`config.mk`:
```
export PLATFORM = sky130hd
export DESIGN_NAME = control_unit_flat
export DESIGN_NICKNAME = d
export VERILOG_FILES = /design/src/rtl/cpu_pkg.sv /design/src/rtl/control_unit_if.sv /design/src/rtl/cu_wait_timer.sv /design/src/rtl/control_unit.sv /design/src/flat_wrapper.sv
export SDC_FILE = /design/constraint.sdc
export NUM_CORES = 1
export LEC_CHECK = 0
export BUFFER_PORTS_ARGS = -buffer_cell sky130_fd_sc_hd__buf_4
export CAP_MARGIN = 20
export CORE_MARGIN = 1.5
export CORE_UTILIZATION = 38
export CTS_CLUSTER_SIZE = 20
export DETAILED_ROUTE_END_ITERATION = 8
export PLACE_DENSITY = 0.76
export SLEW_MARGIN = 10
export SYNTH_ARGS = -nofsm -noshare
export SYNTH_HDL_FRONTEND = slang
export SYNTH_SLANG_ARGS = --single-unit
export TNS_END_PERCENT = 1
```
`constraint.sdc`:
```
create_clock -name clk -period 1.5 [get_ports clk]
set_input_delay 0.15 -clock clk [delete_from_list [all_inputs] [get_ports clk]]
set_output_delay 0.15 -clock clk [all_outputs]
set_load 0.02 [all_outputs]
```
`src/rtl/cpu_pkg.sv`:
```
// cpu_pkg: definitions shared by the control unit and the datapath.
//   - opcode constants (IR[31:27])
//   - control unit state encoding (4 bits, HALT = 0)
//   - IR field positions for the register decoder (Ra, Rb, Rc)
//   - classify(): maps an opcode onto the execute sequence it needs
package cpu_pkg;

  localparam int OPC_WIDTH = 5;

  localparam int IR_OPC_HI = 31;
  localparam int IR_OPC_LO = 27;
  localparam int IR_RA_HI  = 26;
  localparam int IR_RA_LO  = 23;
  localparam int IR_RB_HI  = 22;
  localparam int IR_RB_LO  = 19;
  localparam int IR_RC_HI  = 18;
  localparam int IR_RC_LO  = 15;

  localparam logic [OPC_WIDTH-1:0] OPC_ADD  = 5'b00011;
  localparam logic [OPC_WIDTH-1:0] OPC_SUB  = 5'b00100;
  localparam logic [OPC_WIDTH-1:0] OPC_AND  = 5'b00101;
  localparam logic [OPC_WIDTH-1:0] OPC_OR   = 5'b00110;
  localparam logic [OPC_WIDTH-1:0] OPC_SHR  = 5'b00111;
  localparam logic [OPC_WIDTH-1:0] OPC_SHL  = 5'b01000;
  localparam logic [OPC_WIDTH-1:0] OPC_ROR  = 5'b01001;
  localparam logic [OPC_WIDTH-1:0] OPC_ROL  = 5'b01010;
  localparam logic [OPC_WIDTH-1:0] OPC_MUL  = 5'b01111;
  localparam logic [OPC_WIDTH-1:0] OPC_DIV  = 5'b10000;
  localparam logic [OPC_WIDTH-1:0] OPC_NOP  = 5'b11010;
  localparam logic [OPC_WIDTH-1:0] OPC_HALT = 5'b11011;

  typedef enum logic [3:0] {
    ST_HALT = 4'd0,
    ST_T0   = 4'd1,
    ST_T1   = 4'd2,
    ST_T1W  = 4'd3,
    ST_T2   = 4'd4,
    ST_T3   = 4'd5,
    ST_T4   = 4'd6,
    ST_T5   = 4'd7,
    ST_T6   = 4'd8
  } cu_state_e;

  typedef enum logic [2:0] {
    CLS_ALU     = 3'd0,
    CLS_MULDIV  = 3'd1,
    CLS_NOP     = 3'd2,
    CLS_HALT    = 3'd3,
    CLS_ILLEGAL = 3'd4
  } opc_class_e;

  function automatic opc_class_e classify(input logic [OPC_WIDTH-1:0] opc);
    opc_class_e cls;
    case (opc)
      OPC_ADD, OPC_SUB, OPC_AND, OPC_OR,
      OPC_SHR, OPC_SHL, OPC_ROR, OPC_ROL: cls = CLS_ALU;
      OPC_MUL, OPC_DIV:                   cls = CLS_MULDIV;
      OPC_NOP:                            cls = CLS_NOP;
      OPC_HALT:                           cls = CLS_HALT;
      default:                            cls = CLS_ILLEGAL;
    endcase
    return cls;
  endfunction

endpackage

```
`src/rtl/control_unit_if.sv`:
```
// control_unit_if: bundle between the control unit and the single-bus datapath.
//   ir, mem_ready           : datapath/memory -> control unit
//   *out strobes            : bus drive enables
//   *in strobes             : register load enables
//   IncPC, Read             : PC+1 ALU mode, memory read request
//   Gra/Grb/Grc/Rin/Rout    : register-field select and encode strobes
//   alu_op                  : ALU operation (opcode during T4, else 0)
// Handshake: mem_ready is a level qualifier, not a valid/ready pair. The
// control unit holds Read high from T1 until the cycle mem_ready is seen high;
// memory data is taken into MDR on that same cycle (MDRin is high throughout).
interface control_unit_if #(parameter int OPC_W = 5) ();
  logic [31:0]      ir;
  logic             mem_ready;
  logic             PCout, Zlowout, Zhighout, MDRout;
  logic             MARin, PCin, MDRin, IRin, Yin, Zin, HIin, LOin;
  logic             IncPC, Read;
  logic             Gra, Grb, Grc, Rin, Rout;
  logic [OPC_W-1:0] alu_op;

  modport master (
    input  ir, mem_ready,
    output PCout, Zlowout, Zhighout, MDRout,
    output MARin, PCin, MDRin, IRin, Yin, Zin, HIin, LOin,
    output IncPC, Read,
    output Gra, Grb, Grc, Rin, Rout,
    output alu_op
  );

  modport slave (
    output ir, mem_ready,
    input  PCout, Zlowout, Zhighout, MDRout,
    input  MARin, PCin, MDRin, IRin, Yin, Zin, HIin, LOin,
    input  IncPC, Read,
    input  Gra, Grb, Grc, Rin, Rout,
    input  alu_op
  );
endinterface

```
`src/rtl/cu_wait_timer.sv`:
```
// cu_wait_timer: counts fetch wait cycles and latches the fetch-timeout fault.
//   clk, clr     : clock, async active-high reset
//   in_t1        : FSM is in T1 (counter loads 1 if memory is not ready)
//   in_t1w       : FSM is in T1W (counter advances while memory is not ready)
//   mem_ready    : memory read data valid this cycle
//   clear_fault  : start request, clears the sticky fault
//   at_limit     : counter has reached WAIT_TIMEOUT (registered compare)
//   mem_fault    : sticky fault flag
module cu_wait_timer #(
  parameter int WAIT_TIMEOUT = 16
) (
  input  logic clk,
  input  logic clr,
  input  logic in_t1,
  input  logic in_t1w,
  input  logic mem_ready,
  input  logic clear_fault,
  output logic at_limit,
  output logic mem_fault
);

  localparam int CNT_W = $clog2(WAIT_TIMEOUT + 1);

  logic [CNT_W-1:0] cnt_q;
  logic             expire;

  assign at_limit = (cnt_q == CNT_W'(WAIT_TIMEOUT));
  // Expiry happens only in a T1W cycle that still has no data.
  assign expire   = in_t1w && !mem_ready && at_limit;

  always_ff @(posedge clk or posedge clr) begin
    if (clr) begin
      cnt_q <= '0;
    end else if (in_t1 && !mem_ready) begin
      cnt_q <= CNT_W'(1);
    end else if (in_t1w && !mem_ready && !at_limit) begin
      cnt_q <= cnt_q + CNT_W'(1);
    end
  end

  always_ff @(posedge clk or posedge clr) begin
    if (clr) begin
      mem_fault <= 1'b0;
    end else if (expire) begin
      mem_fault <= 1'b1;
    end else if (clear_fault) begin
      mem_fault <= 1'b0;
    end
  end

endmodule

```
`src/rtl/control_unit.sv`:
```
// control_unit: hard-wired Moore sequencer for the single-bus datapath.
// Fetch (T0-T2, with T1W wait states), decode in T3, execute T4-T6 for
// register-register ALU ops and MUL/DIV into HI/LO.
//   clk, clr    : clock, async active-high reset (forces HALT)
//   start, stop : run control (stop takes effect at the next instruction end)
//   bus         : control_unit_if master (ir, mem_ready in; strobes out)
//   run         : high whenever not in HALT
//   mem_fault   : sticky fetch-timeout fault
//   illegal_op  : one-cycle pulse in T3 for an unlisted opcode
//   state_dbg   : current FSM state (cu_state_e encoding)
//   instr_count : completed-instruction counter, present only when
//                 CU_INSTR_COUNT_EN is defined
// Outputs depend only on the state register, the fault flop and ir.
module control_unit
  import cpu_pkg::*;
#(
  parameter int WAIT_TIMEOUT = 16,
  parameter int OPC_W        = OPC_WIDTH
) (
  input  logic                clk,
  input  logic                clr,
  input  logic                start,
  input  logic                stop,
  control_unit_if.master      bus,
  output logic                run,
  output logic                mem_fault,
  output logic                illegal_op,
  output logic [3:0]          state_dbg
`ifdef CU_INSTR_COUNT_EN
  ,
  output logic [31:0]         instr_count
`endif
);

  cu_state_e        state_q, state_d;
  logic [OPC_W-1:0] opc;
  opc_class_e       cls;
  cu_state_e        end_target;
  logic             stop_pend_q;
  logic             at_limit;
  logic             unused_ir_fields;

  assign opc = bus.ir[IR_OPC_HI:IR_OPC_LO];
  assign cls = classify(opc);

  // Register fields are decoded by the datapath via Gra/Grb/Grc.
  assign unused_ir_fields = ^{bus.ir[IR_RA_HI:IR_RA_LO], bus.ir[IR_RB_HI:IR_RB_LO],
                              bus.ir[IR_RC_HI:IR_RC_LO], bus.ir[IR_RC_LO-1:0]};

  // Where a finished instruction goes: a pending stop turns it into HALT.
  assign end_target = stop_pend_q ? ST_HALT : ST_T0;

  cu_wait_timer #(.WAIT_TIMEOUT(WAIT_TIMEOUT)) u_wait_timer (
    .clk         (clk),
    .clr         (clr),
    .in_t1       (state_q == ST_T1),
    .in_t1w      (state_q == ST_T1W),
    .mem_ready   (bus.mem_ready),
    .clear_fault (start),
    .at_limit    (at_limit),
    .mem_fault   (mem_fault)
  );

  // State register
  always_ff @(posedge clk or posedge clr) begin
    if (clr) begin
      state_q <= ST_HALT;
    end else begin
      state_q <= state_d;
    end
  end

  // Next state
  always_comb begin
    state_d = state_q;
    case (state_q)
      ST_HALT: if (start) state_d = ST_T0;
      ST_T0:   state_d = ST_T1;
      ST_T1:   state_d = bus.mem_ready ? ST_T2 : ST_T1W;
      ST_T1W: begin
        if (bus.mem_ready)  state_d = ST_T2;
        else if (at_limit)  state_d = ST_HALT;
      end
      ST_T2:   state_d = ST_T3;
      ST_T3: begin
        case (cls)
          CLS_ALU, CLS_MULDIV: state_d = ST_T4;
          CLS_HALT:            state_d = ST_HALT;
          default:             state_d = end_target;  // NOP and illegal
        endcase
      end
      ST_T4:   state_d = ST_T5;
      ST_T5:   state_d = (cls == CLS_MULDIV) ? ST_T6 : end_target;
      ST_T6:   state_d = end_target;
      default: state_d = ST_HALT;
    endcase
  end

  // Stop request: recorded every cycle outside HALT, consumed on entry to
  // HALT. In HALT only a stop that arrives together with start is kept.
  always_ff @(posedge clk or posedge clr) begin
    if (clr) begin
      stop_pend_q <= 1'b0;
    end else if (state_q == ST_HALT) begin
      stop_pend_q <= start && stop;
    end else if (state_d == ST_HALT) begin
      stop_pend_q <= 1'b0;
    end else begin
      stop_pend_q <= stop_pend_q || stop;
    end
  end

  // Outputs
  always_comb begin
    bus.PCout    = 1'b0;
    bus.Zlowout  = 1'b0;
    bus.Zhighout = 1'b0;
    bus.MDRout   = 1'b0;
    bus.MARin    = 1'b0;
    bus.PCin     = 1'b0;
    bus.MDRin    = 1'b0;
    bus.IRin     = 1'b0;
    bus.Yin      = 1'b0;
    bus.Zin      = 1'b0;
    bus.HIin     = 1'b0;
    bus.LOin     = 1'b0;
    bus.IncPC    = 1'b0;
    bus.Read     = 1'b0;
    bus.Gra      = 1'b0;
    bus.Grb      = 1'b0;
    bus.Grc      = 1'b0;
    bus.Rin      = 1'b0;
    bus.Rout     = 1'b0;
    bus.alu_op   = '0;
    case (state_q)
      ST_T0: begin
        bus.PCout = 1'b1;
        bus.MARin = 1'b1;
        bus.IncPC = 1'b1;
        bus.Zin   = 1'b1;
      end
      ST_T1: begin
        bus.Zlowout = 1'b1;
        bus.PCin    = 1'b1;
        bus.Read    = 1'b1;
        bus.MDRin   = 1'b1;
      end
      ST_T1W: begin
        // PC already holds PC+1; only keep the read going.
        bus.Read  = 1'b1;
        bus.MDRin = 1'b1;
      end
      ST_T2: begin
        bus.MDRout = 1'b1;
        bus.IRin   = 1'b1;
      end
      ST_T3: begin
        if (cls == CLS_ALU) begin
          bus.Grb  = 1'b1;
          bus.Rout = 1'b1;
          bus.Yin  = 1'b1;
        end else if (cls == CLS_MULDIV) begin
          bus.Gra  = 1'b1;
          bus.Rout = 1'b1;
          bus.Yin  = 1'b1;
        end
      end
      ST_T4: begin
        bus.Grc    = (cls == CLS_ALU);
        bus.Grb    = (cls == CLS_MULDIV);
        bus.Rout   = 1'b1;
        bus.Zin    = 1'b1;
        bus.alu_op = opc;
      end
      ST_T5: begin
        bus.Zlowout = 1'b1;
        if (cls == CLS_MULDIV) begin
          bus.LOin = 1'b1;
        end else begin
          bus.Gra = 1'b1;
          bus.Rin = 1'b1;
        end
      end
      ST_T6: begin
        bus.Zhighout = 1'b1;
        bus.HIin     = 1'b1;
      end
      default: ;
    endcase
  end

  assign run        = (state_q != ST_HALT);
  assign illegal_op = (state_q == ST_T3) && (cls == CLS_ILLEGAL);
  assign state_dbg  = state_q;

`ifdef CU_INSTR_COUNT_EN
  logic instr_done;

  // An instruction completes when T3/T5/T6 hands over to T0 or HALT.
  assign instr_done = ((state_q == ST_T3) || (state_q == ST_T5) || (state_q == ST_T6)) &&
                      ((state_d == ST_T0) || (state_d == ST_HALT));

  always_ff @(posedge clk or posedge clr) begin
    if (clr) begin
      instr_count <= '0;
    end else if (instr_done) begin
      instr_count <= instr_count + 32'd1;
    end
  end
`endif

endmodule

```
`src/flat_wrapper.sv`:
```
// flat-port wrapper written by rule: the top's interface ports become plain ports
module control_unit_flat import cpu_pkg::*;
#(
  parameter int WAIT_TIMEOUT = 16,
  parameter int OPC_W        = OPC_WIDTH
)
  (clk, clr, start, stop, run, mem_fault, illegal_op, state_dbg, bus_ir, bus_mem_ready, bus_PCout, bus_Zlowout, bus_Zhighout, bus_MDRout, bus_MARin, bus_PCin, bus_MDRin, bus_IRin, bus_Yin, bus_Zin, bus_HIin, bus_LOin, bus_IncPC, bus_Read, bus_Gra, bus_Grb, bus_Grc, bus_Rin, bus_Rout, bus_alu_op);
  control_unit_if #(.OPC_W(OPC_W)) bus_i ();
  input  logic clk;
  input  logic clr;
  input  logic start;
  input  logic stop;
  output logic run;
  output logic mem_fault;
  output logic illegal_op;
  output logic [3:0] state_dbg;
  input wire logic [$bits(bus_i.ir)-1:0] bus_ir;
  input wire logic [$bits(bus_i.mem_ready)-1:0] bus_mem_ready;
  output wire logic [$bits(bus_i.PCout)-1:0] bus_PCout;
  output wire logic [$bits(bus_i.Zlowout)-1:0] bus_Zlowout;
  output wire logic [$bits(bus_i.Zhighout)-1:0] bus_Zhighout;
  output wire logic [$bits(bus_i.MDRout)-1:0] bus_MDRout;
  output wire logic [$bits(bus_i.MARin)-1:0] bus_MARin;
  output wire logic [$bits(bus_i.PCin)-1:0] bus_PCin;
  output wire logic [$bits(bus_i.MDRin)-1:0] bus_MDRin;
  output wire logic [$bits(bus_i.IRin)-1:0] bus_IRin;
  output wire logic [$bits(bus_i.Yin)-1:0] bus_Yin;
  output wire logic [$bits(bus_i.Zin)-1:0] bus_Zin;
  output wire logic [$bits(bus_i.HIin)-1:0] bus_HIin;
  output wire logic [$bits(bus_i.LOin)-1:0] bus_LOin;
  output wire logic [$bits(bus_i.IncPC)-1:0] bus_IncPC;
  output wire logic [$bits(bus_i.Read)-1:0] bus_Read;
  output wire logic [$bits(bus_i.Gra)-1:0] bus_Gra;
  output wire logic [$bits(bus_i.Grb)-1:0] bus_Grb;
  output wire logic [$bits(bus_i.Grc)-1:0] bus_Grc;
  output wire logic [$bits(bus_i.Rin)-1:0] bus_Rin;
  output wire logic [$bits(bus_i.Rout)-1:0] bus_Rout;
  output wire logic [$bits(bus_i.alu_op)-1:0] bus_alu_op;
  assign bus_i.ir = bus_ir;
  assign bus_i.mem_ready = bus_mem_ready;
  assign bus_PCout = bus_i.PCout;
  assign bus_Zlowout = bus_i.Zlowout;
  assign bus_Zhighout = bus_i.Zhighout;
  assign bus_MDRout = bus_i.MDRout;
  assign bus_MARin = bus_i.MARin;
  assign bus_PCin = bus_i.PCin;
  assign bus_MDRin = bus_i.MDRin;
  assign bus_IRin = bus_i.IRin;
  assign bus_Yin = bus_i.Yin;
  assign bus_Zin = bus_i.Zin;
  assign bus_HIin = bus_i.HIin;
  assign bus_LOin = bus_i.LOin;
  assign bus_IncPC = bus_i.IncPC;
  assign bus_Read = bus_i.Read;
  assign bus_Gra = bus_i.Gra;
  assign bus_Grb = bus_i.Grb;
  assign bus_Grc = bus_i.Grc;
  assign bus_Rin = bus_i.Rin;
  assign bus_Rout = bus_i.Rout;
  assign bus_alu_op = bus_i.alu_op;
  control_unit #(.WAIT_TIMEOUT(WAIT_TIMEOUT), .OPC_W(OPC_W)) u_core (.clk(clk), .clr(clr), .start(start), .stop(stop), .bus(bus_i), .run(run), .mem_fault(mem_fault), .illegal_op(illegal_op), .state_dbg(state_dbg));
endmodule
```
==> impl_metrics.csv <==
group,metric,value,unit
run_status,status,"finished with violations",
run_status,violations,"setup timing",
global_route,antenna_found_initial,0,
worst_setup_path,worst_setup_path_end_kind,"primary output",
finish,nNetsFinal,264,
hold_path,hp-class,"in2reg",
cts,cts_sinks,11,
drt,wire_per_inst,17.1,um
timing,max_freq,576,MHz
yosys,yosys_warnings,0,
floorplan,rows,18,
worst_setup_path,critPathTopFamily,"flip-flops",
finish,fin_area,2070,um2
finish,antenna_cells,0,
floorplan,core_area,2540,um2
finish,multiInputGateArea,863,um2
cts,clk_latency,0.28,ns
timing,worst_slew_pin_slew,0.435,ns
worst_setup_path,critPathLaunchType,"flip-flop",
floorplan,die_h,55.4,um
finish,instances_no_fill,254,
drt,dr.pass1.iters,4,
global_route,grt_pass1_vias,1356,
yosys,ys.flop_type,"dfrtp_1",
timing,hold_slack,0.145,ns
finish,areaGrowthSynthToFinish,98.2,%
placement,gp_congestion,0.831,
global_route,grt_overflow,0,
cts,cts_tree,"yes",
job,drv_cap,0,
floorplan,die-area,3070,um2
finish,layout-drive-gt1-share,63.4,%
floorplan,initial_core_util,41.0,%
placement,dpl.hpwl,2610,um
global_route,grt_first_pass_wirelength,6220,um
worst_setup_path,max_stage_delay,0.47,ns
yosys,synthTopCellsByArea,"dfrtp_1, nor2_1, a21oi_1",
yosys,synth_edf_count,0,
finish,ff_latch_area,279,um2
yosys,synthCells,139,
cts,clock_path_buffers,2,
global_route,grt_use_total,25.5,%
timing,period_needed,1.74,ns
yosys,async_flop_share,100,%
timing,drv_slew,0,
yosys,synth_common_cells,"nor2_1, inv_1, dfrtp_1, nand2_1, a21oi_1",
placement,placed_cell_area,1700,um2
yosys,synth.most_common_cell,"nor2_1",
yosys,synth_area_per_cell,7.50,um2
worst_setup_path,crit_chain,"nand2b_4 > mux2_4 > nor2_4 > buf_6 > buf_6",
drt,vias_per_cell,5.67,
timing,fin_ws,-0.235,ns
yosys,yosysSeqAreaShare,26.4,%
timing,rsz0062_at_grt,"yes",
cts,cts_max_level,1,
timing,relSlewSlack,71.0,%
drt,route.detailed.drc,0,
worst_setup_path,slowest_stage,"dfrtp_2",
floorplan,die_x,55.4,um
yosys,ys_ff_latch,11,
drt,postRouteAntennaNets,0,
power,power.total,0.00363,W
cts,clk_pin_slew,0.07,ns
timing,finalHoldViolCount,0,
worst_setup_path,cp_common_cell,"buf_6",
placement,placed_cells,238,
power,power_density,1760,nW/um2
worst_setup_path,path_buf_inv,2,
worst_setup_path,critical_path_class,"reg2out",
timing,clock_skew,0.000458,ns
global_route,grt_max_degree,12,
timing,setup_viol,35,
cts,cts_root_buffer,"clkbuf_4",
power,p_leak,1.00,nW
finish,fillers,146,
placement,port_buffers,40,
timing,timing.final.crit_share,116,%
yosys,synth_cell_types,42,
cts,cts_buffers,3,
drt,drtIter0Drc,36,
yosys,syn_nets,178,
floorplan,io_pins,68,
drt,vias,1440,
worst_setup_path,worstPathArrival,1.59,ns
drt,drt_wl_total,4330,um
yosys,netlist_area,1040,um2
worst_setup_path,worstPathRequired,1.35,ns
yosys,synth_top_cell_area_share,26.4,%
worst_setup_path,crit_fanout,7,
power,ir_drop,0.00154,V
yosys,synth_top_area_cell,"dfrtp_1",
area by class of cell:
cell class | count | share of cell area, %
Multi-Input combinational cell | 102 | 41.8
Clock buffer | 4 | 1.27
Sequential cell | 11 | 13.5
Inverter | 12 | 2.18
Tap cell | 30 | 1.82
Timing Repair Buffer | 95 | 39.4
logic make-up (layout without fill, tap and decap cells):
kind of cell    Yosys count  after routing  share of synthesized area [%]
simple gates             63             63                           33.7
compound gates           33             33                           21.4
buf+inv                  26            111                           12.2
flops                    11             11                           26.4
fa+ha+maj                 2              2                           2.40
xor+xnor                  2              2                           1.68
mux                       2              2                           2.16
worst min-delay path, cell delays in order:
cell	delay, ns
buf_4	0.11
o21ai_0	0.07
a32oi_1	0.06
layer usage:
metal / vias up / routed length (um) / track usage, %
li1: 659 / - / -
met1: 693 / 1680 / 32.2
met2: 68 / 2260 / 43.4
met3: 20 / 263 / 4.92
met4: 0 / 131 / 8.71
met5: - / 0 / 0
through the flow:
stage | utilization, % | setup WS (ns) | TNS, ns
floorplan | - | -0.167 | -0.819
global placement | 66.8 | -0.0755 | -0.151
detailed placement | 66.8 | -0.110 | -0.378
CTS | 78.1 | -0.179 | -2.74
global route | 81.2 | -0.261 | -5.49
finish | 81.2 | -0.235 | -3.50
timing repair:
item                                   4_1_cts  5_1_grt
pin swaps                                    9        3
endpoints found under the hold margin       11        0
setup endpoints to repair                   33       35
setup buffers                               10        1
hold buffers                                 1        0
gates resized for setup                     43       16
state kept, by name, indices dropped and copies added, names as in the netlist:
register,count
u_core.u_wait_timer.mem_fault,1
u_core.u_wait_timer.cnt_q,5
u_core.state_dbg,4
u_core.stop_pend_q,1
worst paths after layout:
path | from | to | slack, ns | cells past startpoint
min in group asynchronous | clr | u_core.u_wait_timer.cnt_q[0] | 0.43 | 3
max in group asynchronous | clr | u_core.state_dbg[2] | 0.75 | 3
hold / removal | stop | u_core.stop_pend_q | 0.14 | 3
setup reg to reg | u_core.state_dbg[0] | u_core.stop_pend_q | -0.17 | 7
setup / recovery | u_core.state_dbg[1] | bus_Zin | -0.24 | 5
hold reg to reg | u_core.u_wait_timer.mem_fault | u_core.u_wait_timer.mem_fault | 0.52 | 1
placed cells by master (no fill, tap or decap), drive strengths merged, types with 3 or more instances in the layout:
master,Yosys,layout
nand2,11,11
nor2b,3,3
o21ai,7,7
buf,12,94
clkbuf,2,4
nand2b,6,6
nor2,15,15
dfrtp,11,11
nor4b,3,3
inv,12,12
a21oi,10,10
nor3,7,7
nand3,5,5
and3,3,3
a211oi,3,3
power breakdown:
group	internal [W]	switching [W]	leakage [nW]	total [W]
clock network	0.000104	0.000109	0.0150	0.000213
registers	0.000401	0.000116	0.137	0.000517
logic	0.00144	0.00145	0.849	0.00290
Note: power is estimated with default switching activity, not from simulation.
